[src/rtl/sdram_arbiter_n_pkg.sv]
// Shared state encoding and arbitration-mode constants for the SDRAM bridge arbiter.
package sdram_arb_pkg;

  typedef enum logic [1:0] {
    S_IDLE  = 2'd0,
    S_ISSUE = 2'd1,
    S_DONE  = 2'd2
  } arb_state_e;

  localparam int ARB_FIXED  = 32'sd0;
  localparam int ARB_RR     = 32'sd1;
  localparam int ARB_HYBRID = 32'sd2;

  localparam int DEF_ADDR_W = 32'sd22;
  localparam int DEF_DATA_W = 32'sd128;

endpackage

[src/rtl/sdram_arbiter_n_rr_picker.sv]
// Rotating-priority picker: first requester in req_i & mask_i at or after ptr_i, wrapping at N-1.
// A zero pointer turns it into a plain lowest-index priority encoder.
module rr_picker #(
  parameter int  N  = 8,
  localparam int IW = $clog2(N)
) (
  input  logic [N-1:0]  req_i,
  input  logic [N-1:0]  mask_i,
  input  logic [IW-1:0] ptr_i,
  output logic          valid_o,
  output logic [IW-1:0] idx_o
);

  logic [N-1:0] cand;
  logic [N-1:0] rot;
  logic [IW:0]  off;
  logic [IW:0]  sum;

  assign cand    = req_i & mask_i;
  assign rot     = N'({cand, cand} >> ptr_i);
  assign valid_o = |cand;

  // Downward scan leaves the smallest offset from the pointer in off.
  always_comb begin
    off = {(IW + 1){1'b0}};
    for (int k = N - 1; k >= 0; k--) begin
      off = rot[k] ? (IW + 1)'(k) : off;
    end
    sum   = {1'b0, ptr_i} + off;
    idx_o = (sum >= (IW + 1)'(N)) ? IW'(sum - (IW + 1)'(N)) : sum[IW-1:0];
  end

endmodule

[src/rtl/sdram_arbiter_n.sv]
// N-client arbiter serialising line read/write requests onto the single SDRAM bridge port.
// Fixed, round-robin or hybrid selection at each idle decision; bridge timeout sets a sticky error.
module sdram_arbiter_n
  import sdram_arb_pkg::*;
#(
  parameter int                   N_CLIENTS = 8,
  parameter int                   ADDR_W    = DEF_ADDR_W,
  parameter int                   DATA_W    = DEF_DATA_W,
  parameter int                   ARB_MODE  = ARB_HYBRID,
  parameter logic [N_CLIENTS-1:0] RT_MASK   = N_CLIENTS'(8'b0000_0011),
  parameter int                   TIMEOUT   = 1023,
  localparam int                  IDX_W     = $clog2(N_CLIENTS),
  localparam int                  BE_W      = DATA_W / 32'sd8,
  localparam int                  CNT_W     = $clog2(TIMEOUT + 32'sd1)
) (
  input  logic                          clk_i,
  input  logic                          reset_n_i,
  input  logic [N_CLIENTS-1:0]          cli_rd_i,
  input  logic [N_CLIENTS-1:0]          cli_wr_i,
  input  logic [N_CLIENTS*ADDR_W-1:0]   cli_addr_i,
  input  logic [N_CLIENTS*DATA_W-1:0]   cli_wrdata_i,
  input  logic [N_CLIENTS*BE_W-1:0]     cli_be_i,
  output logic [N_CLIENTS-1:0]          cli_ac_o,
  output logic [N_CLIENTS-1:0]          cli_wait_o,
  output logic [DATA_W-1:0]             rddata_o,
  output logic [ADDR_W+3:0]             bridge_address_o,
  output logic [BE_W-1:0]               bridge_byte_enable_o,
  output logic                          bridge_read_o,
  output logic                          bridge_write_o,
  output logic [DATA_W-1:0]             bridge_write_data_o,
  input  logic                          bridge_acknowledge_i,
  input  logic [DATA_W-1:0]             bridge_read_data_i,
  output logic [IDX_W-1:0]              grant_id_o,
  output logic                          timeout_err_o
);

  localparam logic [N_CLIENTS-1:0] ALL_ONES = {N_CLIENTS{1'b1}};
  localparam logic [N_CLIENTS-1:0] NONE     = {N_CLIENTS{1'b0}};
  // Mode 0 puts everyone on the fixed picker, mode 1 everyone on the rotating one.
  localparam logic [N_CLIENTS-1:0] FIX_MASK =
    (ARB_MODE == ARB_FIXED) ? ALL_ONES : ((ARB_MODE == ARB_HYBRID) ? RT_MASK : NONE);
  localparam logic [N_CLIENTS-1:0] RR_MASK =
    (ARB_MODE == ARB_RR) ? ALL_ONES : ((ARB_MODE == ARB_HYBRID) ? ~RT_MASK : NONE);

  arb_state_e           state_q;
  logic [N_CLIENTS-1:0] req;
  logic [N_CLIENTS-1:0] cli_ac_q;
  logic [IDX_W-1:0]     ptr_q;
  logic [IDX_W-1:0]     ptr_d;
  logic [IDX_W-1:0]     grant_q;
  logic [IDX_W-1:0]     fix_idx;
  logic [IDX_W-1:0]     rr_idx;
  logic [IDX_W-1:0]     win_idx;
  logic                 fix_valid;
  logic                 rr_valid;
  logic [ADDR_W-1:0]    sel_addr;
  logic [DATA_W-1:0]    sel_wrdata;
  logic [BE_W-1:0]      sel_be;
  logic                 sel_wr;
  logic [CNT_W-1:0]     cnt_q;
  logic [DATA_W-1:0]    rddata_q;
  logic [DATA_W-1:0]    wrdata_q;
  logic [ADDR_W+3:0]    addr_q;
  logic [BE_W-1:0]      be_q;
  logic                 rd_q;
  logic                 wr_q;
  logic                 err_q;

  assign req        = cli_rd_i | cli_wr_i;
  assign cli_wait_o = req & ~cli_ac_q;

  rr_picker #(.N(N_CLIENTS)) u_fix_pick (
    .req_i   (req),
    .mask_i  (FIX_MASK),
    .ptr_i   ({IDX_W{1'b0}}),
    .valid_o (fix_valid),
    .idx_o   (fix_idx)
  );

  rr_picker #(.N(N_CLIENTS)) u_rr_pick (
    .req_i   (req),
    .mask_i  (RR_MASK),
    .ptr_i   (ptr_q),
    .valid_o (rr_valid),
    .idx_o   (rr_idx)
  );

  assign win_idx = fix_valid ? fix_idx : rr_idx;
  assign ptr_d   = (rr_idx == IDX_W'(N_CLIENTS - 32'sd1)) ? {IDX_W{1'b0}} : rr_idx + IDX_W'(1);

  // AND-OR mux of the winning client's address, data, byte enables and direction.
  always_comb begin
    sel_addr   = {ADDR_W{1'b0}};
    sel_wrdata = {DATA_W{1'b0}};
    sel_be     = {BE_W{1'b0}};
    sel_wr     = 1'b0;
    for (int i = 0; i < N_CLIENTS; i++) begin
      sel_addr   = sel_addr   | (cli_addr_i[i*ADDR_W +: ADDR_W]   & {ADDR_W{win_idx == IDX_W'(i)}});
      sel_wrdata = sel_wrdata | (cli_wrdata_i[i*DATA_W +: DATA_W] & {DATA_W{win_idx == IDX_W'(i)}});
      sel_be     = sel_be     | (cli_be_i[i*BE_W +: BE_W]         & {BE_W{win_idx == IDX_W'(i)}});
      sel_wr     = sel_wr     | (cli_wr_i[i] & (win_idx == IDX_W'(i)));
    end
  end

  // Arbitration FSM; every output it drives is registered here.
  always_ff @(posedge clk_i) begin
    if (!reset_n_i) begin
      state_q  <= S_IDLE;
      ptr_q    <= {IDX_W{1'b0}};
      grant_q  <= {IDX_W{1'b0}};
      cli_ac_q <= {N_CLIENTS{1'b0}};
      cnt_q    <= {CNT_W{1'b0}};
      rddata_q <= {DATA_W{1'b0}};
      wrdata_q <= {DATA_W{1'b0}};
      addr_q   <= {(ADDR_W + 4){1'b0}};
      be_q     <= {BE_W{1'b0}};
      rd_q     <= 1'b0;
      wr_q     <= 1'b0;
      err_q    <= 1'b0;
    end else begin
      cli_ac_q <= {N_CLIENTS{1'b0}};
      case (state_q)
        S_IDLE: begin
          if (fix_valid || rr_valid) begin
            grant_q  <= win_idx;
            addr_q   <= {sel_addr, 4'b0000};
            be_q     <= sel_be;
            wrdata_q <= sel_wrdata;
            wr_q     <= sel_wr;
            rd_q     <= ~sel_wr;
            cnt_q    <= {CNT_W{1'b0}};
            state_q  <= S_ISSUE;
            // Real-time grants leave the rotation untouched.
            if (!fix_valid) begin
              ptr_q <= ptr_d;
            end
          end
        end
        S_ISSUE: begin
          if (bridge_acknowledge_i) begin
            rd_q  <= 1'b0;
            wr_q  <= 1'b0;
            if (rd_q) begin
              rddata_q <= bridge_read_data_i;
            end
            cli_ac_q[grant_q] <= 1'b1;
            state_q           <= S_DONE;
          end else if (cnt_q == CNT_W'(TIMEOUT - 32'sd1)) begin
            rd_q              <= 1'b0;
            wr_q              <= 1'b0;
            err_q             <= 1'b1;
            rddata_q          <= {DATA_W{1'b0}};
            cli_ac_q[grant_q] <= 1'b1;
            state_q           <= S_DONE;
          end else begin
            cnt_q <= cnt_q + CNT_W'(1);
          end
        end
        S_DONE:  state_q <= S_IDLE;
        default: state_q <= S_IDLE;
      endcase
    end
  end

  assign cli_ac_o             = cli_ac_q;
  assign rddata_o             = rddata_q;
  assign bridge_address_o     = addr_q;
  assign bridge_byte_enable_o = be_q;
  assign bridge_read_o        = rd_q;
  assign bridge_write_o       = wr_q;
  assign bridge_write_data_o  = wrdata_q;
  assign grant_id_o           = grant_q;
  assign timeout_err_o        = err_q;

endmodule

[config.mk]
export PLATFORM = sky130hd
export DESIGN_NAME = sdram_arbiter_n
export DESIGN_NICKNAME = d
export VERILOG_FILES = /design/src/rtl/sdram_arbiter_n_pkg.sv /design/src/rtl/sdram_arbiter_n_rr_picker.sv /design/src/rtl/sdram_arbiter_n.sv
export SDC_FILE = /design/constraint.sdc
export NUM_CORES = 1
export LEC_CHECK = 0
export CAP_MARGIN = 0
export CORE_AREA = 2 2 709 711
export CTS_CLUSTER_SIZE = 25
export DETAILED_ROUTE_END_ITERATION = 16
export DIE_AREA = 0 0 711 713
export GPL_ROUTABILITY_DRIVEN = 0
export PLACE_DENSITY = 0.3
export SYNTH_ARGS = -nofsm -noshare
export SYNTH_HDL_FRONTEND = slang
export SYNTH_SLANG_ARGS = --single-unit
[constraint.sdc]
create_clock -name clk_i -period 5.7 [get_ports clk_i]
set_input_delay 1.14 -clock clk_i [delete_from_list [all_inputs] [get_ports clk_i]]
set_output_delay 1.14 -clock clk_i [all_outputs]
set_load 0.02 [all_outputs]
# Yosys cells after proc, flatten, opt, wreduce, memory -nomap -nowiden
# Index checks and enable logic that the tools add are counted.
# word_totals
wordCells	154
output_inout_bits	320
input_bits	1475
reg_bits	323
# classes
n_addsub	5
shifts	1
reduce_logical	16
muxes	35
magnitude_cmp	4
eq_ne	15
bitwise_logic	66
# op_table
cell	n
128-bit bitwise AND	8
128-bit OR	7
128-bit two-way mux	3
22-bit bitwise AND	8
22-bit OR	7
16-bit bitwise AND	8
16-bit OR	7
10-bit two-way mux	3
4-bit two-way mux	7
10-bit case mux with 2 select lines	1
8-bit two-way mux	2
16-bit by 3-bit >> shifter with 8-bit output	1
3-bit == test, second input constant	5
3-bit two-way mux	5
3-bit AND reduction	4
10-bit by 1-bit adder with 10-bit output, second input constant	1
10-bit == test, second input constant	1
1-bit bitwise AND	8
8-bit bitwise AND	1
4-bit greater-or-equal comparator, second input constant	2
8-bit NOT	1
8-bit OR	1
1-bit two-way mux	7
1-bit OR	7
25 further kinds	37

# Logic depth before layout (Yosys ltp)
# logic_depth
depth_word	26
ltp_mapped	22
ltp_nobuf	18

# Cells and area by module
# A second synthesis with hierarchy kept.
# unflattened
cells_unflattened	2566
hier_area_um2	22625.4
# modules_own_cells
mod	area_each_um2	seq_area_each_um2	instances	cells_per_inst
sdram_arbiter_n	21406.8	6466.2	1	2396
rr_picker	609.3	0.0	2	85

# Worst setup path before layout
# OpenSTA, ideal clock, no wires.
# synth_timing
path_kind	input -> register
from	in cli_wr_i[4]
to	reg wrdata_q[101], in the netlist bridge_write_data_o[101]
path_stages	19
required_ns	5.630
n_path_buf	3
setup_slack_ns	0.335
setup_time_ns	0.070
arrival_time_ns	5.295
cell_sequence	nor3b_1 -> o32ai_1 -> mux2_1 -> a211oi_1 -> o31a_1 -> a21oi_1 -> o21ai_0 -> o21ai_0 -> ha_1 -> fa_1 -> inv_1 -> nor4_1 -> clkbuf_1 -> clkbuf_1 -> clkbuf_1 -> a22oi_1 -> o21ai_0 -> a21oi_1 -> a21oi_1
# synth_via
elab_chain_len	23
word_cells_on_any_way	41
classes_between	2 x add/sub; 1 x order compare; 7 x eq/ne; 1 x shift; 10 x mux; 16 x bitwise; 4 x reduce/logical
# synth_lines
item	line	rtl
start, declared	sdram_arbiter_n.sv:19	input logic [N_CLIENTS-1:0] cli_wr_i,
8-bit OR *	sdram_arbiter_n.sv:69	assign req = cli_rd_i | cli_wr_i;
16-bit by 3-bit >> shifter with 8-bit output	sdram_arbiter_n_rr_picker.sv:20	assign rot = N'({cand, cand} >> ptr_i);
3-bit two-way mux	sdram_arbiter_n_rr_picker.sv:27	off = rot[k] ? (IW + 1)'(k) : off;
4-bit two-way mux (7 in series)	sdram_arbiter_n_rr_picker.sv:27	
3-bit by 4-bit adder with 4-bit output	sdram_arbiter_n_rr_picker.sv:29	sum = {1'b0, ptr_i} + off;
4-bit greater-or-equal comparator / 3-bit by 1-bit subtractor with 3-bit output (equally long branches)	sdram_arbiter_n_rr_picker.sv:30	idx_o = (sum >= (IW + 1)'(N)) ? IW'(sum - (IW + 1)'(N)) : sum[IW-1:0];
3-bit two-way mux	sdram_arbiter_n_rr_picker.sv:30	
3-bit two-way mux	sdram_arbiter_n.sv:88	assign win_idx = fix_valid ? fix_idx : rr_idx;
3-bit by 1-bit == test with 1-bit output / 3-bit zero test (equally long branches)	sdram_arbiter_n.sv:99	sel_wrdata = sel_wrdata | (cli_wrdata_i[i*DATA_W +: DATA_W] & {DATA_W{win_idx == IDX_W'(i)}});
128-bit bitwise AND	sdram_arbiter_n.sv:99	
128-bit OR (7 in series)	sdram_arbiter_n.sv:99	
end signal, assigned	sdram_arbiter_n.sv:114	wrdata_q <= {DATA_W{1'b0}};
end signal, assigned	sdram_arbiter_n.sv:128	wrdata_q <= sel_wrdata;
end, declared	sdram_arbiter_n.sv:62	logic [DATA_W-1:0] wrdata_q;
# Mark *: on every way between the ends. The rest lies on a longest branch, timed or not.
# A chain may end at the register's enable or synchronous reset.

# Worst setup path in the final report
# layout_timing
from	in cli_wr_i[5]
to	reg wrdata_q[122], in the netlist bridge_write_data_o[122]
# Same word-level chain as after synthesis.

==> metrics.cfg <==
[placed_design]
hpwl_mm=379
portBuffers=1790
dp.cells=12300

[layout]
layout.cells.non_filler=12400
layout-drive-gt1-share_pct=11.7
area_growth_pct=135
utilization_pct=11.3
nets=7109

[global_routing]
grt_util_met3_pct=9.37
grt_pass1_vias=38000
grt.busiest_layer=met2
grt_util_all_layers_pct=16.2
grt_max_degree=129
grt_overflow=0
use_met2_pct=26.4
grt_pass1_wl_mm=517
grt.met1_usage_pct=18.8
antenna_found_initial=360

[logic_synthesis]
synth_warnings=0
ys_ff_latch=323
syn_inst=3647
synth_seq_area_share_pct=26.9
synth_area_per_cell_um2=6.59
synth-main-ff-cell=dfxtp_1
ys_types=73
async_reset_ff_share_pct=0
syn-cell-area_um2=24000
synth_edf_count=0

[timing]
clock_skew_ns=0.0606
worst_pin_slew_ns=1.15
setup_viol_count_final=0
finalCritPeriodShare_pct=95.5
hold_slack_ns=0.494
fin_tns_setup_ns=0
relSlewSlack_pct=23.6
clock.fmax_mhz=184
slew_violations=0
rsz0062_at_grt=false
finalHoldViolations=0
period_minus_slack_ns=5.45

[critical_path]
worstPathMaxFanout=9
crit_path_end=bridge_write_data_o[122]
start_kind=input pin
crit_start=cli_wr_i[5]
r2r_cells=21
reg2reg_slack_ns=0.43
crit_type=in -> reg
worstPathRequired_ns=6.32
r2r_start=ptr_q[0]
cp-end-kind=flip-flop
r2r_end=bridge_write_data_o[122]
crit_arrival_ns=6.07

[detailed_routing]
drt_iter0_drc=4016
wl_per_cell_um=34.6
drt-pass1-iter-count=13
wl_mm=430
via_count=39800
viasPerCell=3.20
drc_errors=0
ant_nets=0

[cts]
clk_path_buf_depth=3
clk_latency_ns=0.80
cts_tree=yes
postCtsSetupRepairBufs=0
cts.hold.buffers_added=0
path_clk_slew_ns=0.06
cts_inserted_buffers=56
clock-sinks=323
root_buffer=clkbuf_16
htreeDepth=2

[floorplan]
die_height_um=713
io_pins=1795
die_area_um2=507000
die_width_um=711
rows=260
core_um2=500000
start_util_pct=4.81

[worst_hold_path]
hp-class=reg -> reg

[pwr]
peakVddDrop_mv=0.279
powerDensity_nw_per_um2=181
power_mw=10.2
leakagePower_nw=19.6

[status]
outcome=completed

[flow_run]
drv_cap=0

[worst max-delay path, stage by stage]
cell	delay (ns)
clkdlybuf4s50_1	0.50
buf_4	0.19
or2_1	0.22
mux4_2	0.50
a21oi_1	0.13
o21ai_0	0.08
a21oi_1	0.20
o21ai_1	0.09
o21ai_1	0.20
ha_2	0.22
fa_2	0.44
buf_4	0.15
inv_1	0.15
nor4_2	0.09
buf_4	0.19
buf_4	0.22
buf_12	0.17
a22o_1	0.28
nand3_1	0.11
o311ai_0	0.13
a211oi_1	0.48
a31oi_1	0.16
[layer usage]
layer  routed length, um  vias up  part of all wire (%)
met3               58700      656                    14
met5                 930        -                  0.22
li1                    -    17300                     -
met2              193000     2476                    45
met4                8080      138                   1.9
met1              169000    19200                    39
[stage by stage]
step / worst slack [ns] / instance area (um^2)
2_1_floorplan: 0.335 / 24100
3_3_place_gp: -1.44 / 54200
3_5_place_dp: -1.17 / 54300
4_1_cts: 0.00501 / 56200
5_1_grt: 0.0142 / 56300
6_report: 0.254 / 56400
[placed cells by master, fill, tap and decap left out, types with 56 or more instances in the layout]
master | netlist | routed
a21oi_1 | 262 | 260
clkdlybuf4s50_1 | 0 | 1785
nor2_1 | 184 | 178
buf_12 | 0 | 111
diode_2 | 0 | 64
mux2i_1 | 129 | 128
dfxtp_1 | 323 | 321
o21ai_0 | 278 | 273
a211oi_1 | 114 | 110
a31oi_1 | 64 | 64
a2111oi_0 | 67 | 62
nand3_1 | 170 | 169
nand2_1 | 1101 | 1100
clkbuf_16 | 0 | 56
a22oi_1 | 260 | 260
a222oi_1 | 79 | 79
buf_4 | 10 | 397
[kinds of logic after synthesis]
| family | Yosys count | synth area share [%] |
|---|---|---|
| DFF | 323 | 26.9 |
| buffers and inverters | 390 | 6.43 |
| xor gates and xnor gates | 10 | 0.609 |
| and+or+nand+nor | 1571 | 26.6 |
| other | 1 | 0.0156 |
| adders and majority gates | 5 | 0.291 |
| muxes | 137 | 5.85 |
| AOI/OAI and AO/OA | 1210 | 33.3 |
[final cells by class]
class | instances | area [um^2]
Multi-Input combinational cell | 2937 | 16300
Timing Repair Buffer | 2299 | 23100
Antenna cell | 64 | 160
Clock buffer | 72 | 1540
Tap cell | 6681 | 8360
Clock inverter | 33 | 345
Sequential cell | 323 | 6470
Inverter | 12 | 55.1
Fill cell | 58100 | 443000
[where the power goes]
group / switching, mW / internal, mW
Combinational: 2.01 / 1.80
Sequential: 0.142 / 2.41
Clock: 1.73 / 2.10
Total: 3.88 / 6.31
[worst min-delay path by stage]
stage | from | to | slack [ns] | cells after the start
after CTS | cnt_q[8] | cnt_q[8] | 0.50 | 2
after global routing | timeout_err_o | timeout_err_o | 0.53 | 2
final | cnt_q[8] | cnt_q[8] | 0.49 | 2
after global placement | cnt_q[8] | cnt_q[8] | 0.47 | 2
after detailed placement | rddata_o[18] | rddata_o[18] | 0.49 | 2
after floorplan | cnt_q[7] | cnt_q[7] | 0.46 | 2
[state kept, by name, indices dropped and copies added (netlist names), 3 cells and up]
signal	cells
cnt_q	10
bridge_address_o	22
bridge_write_data_o	128
ptr_q	3
bridge_byte_enable_o	16
cli_ac_o	8
grant_id_o	3
rddata_o	128
[cell usage after synthesis, drive strengths merged (4+ instances only)]
library cell	number	area [um^2]
inv	11	41.3
a2111oi	67	587
nor2b	4	25.0
or3	5	31.3
nor2	184	691
dfxtp	323	6470
mux2	5	56.3
nand4	7	43.8
nand2b	4	25.0
xnor2	7	106
o21ai	283	1420
buf	71	344
clkbuf	307	1160
o32ai	4	42.6
o311ai	17	149
nand3	170	851
ha	4	50.1
nor3b	5	37.5
a22oi	260	1950
a221oi	7	61.3
nand2	1101	4130
a31oi	64	400
nor4	9	56.3
and3	41	257
nor3	24	125
a21oi	262	1310
and2	6	37.5
a211oi	114	856
mux2i	130	1310
o211ai	8	60.1
or2	8	50.1
a222oi	79	791
a22o	17	149
[repair_timing]
action,CTS,global route
pin swaps,1,4
resized for setup,11,16
setup endpoints to repair,6,38
(Power assumes the default switching activity.)
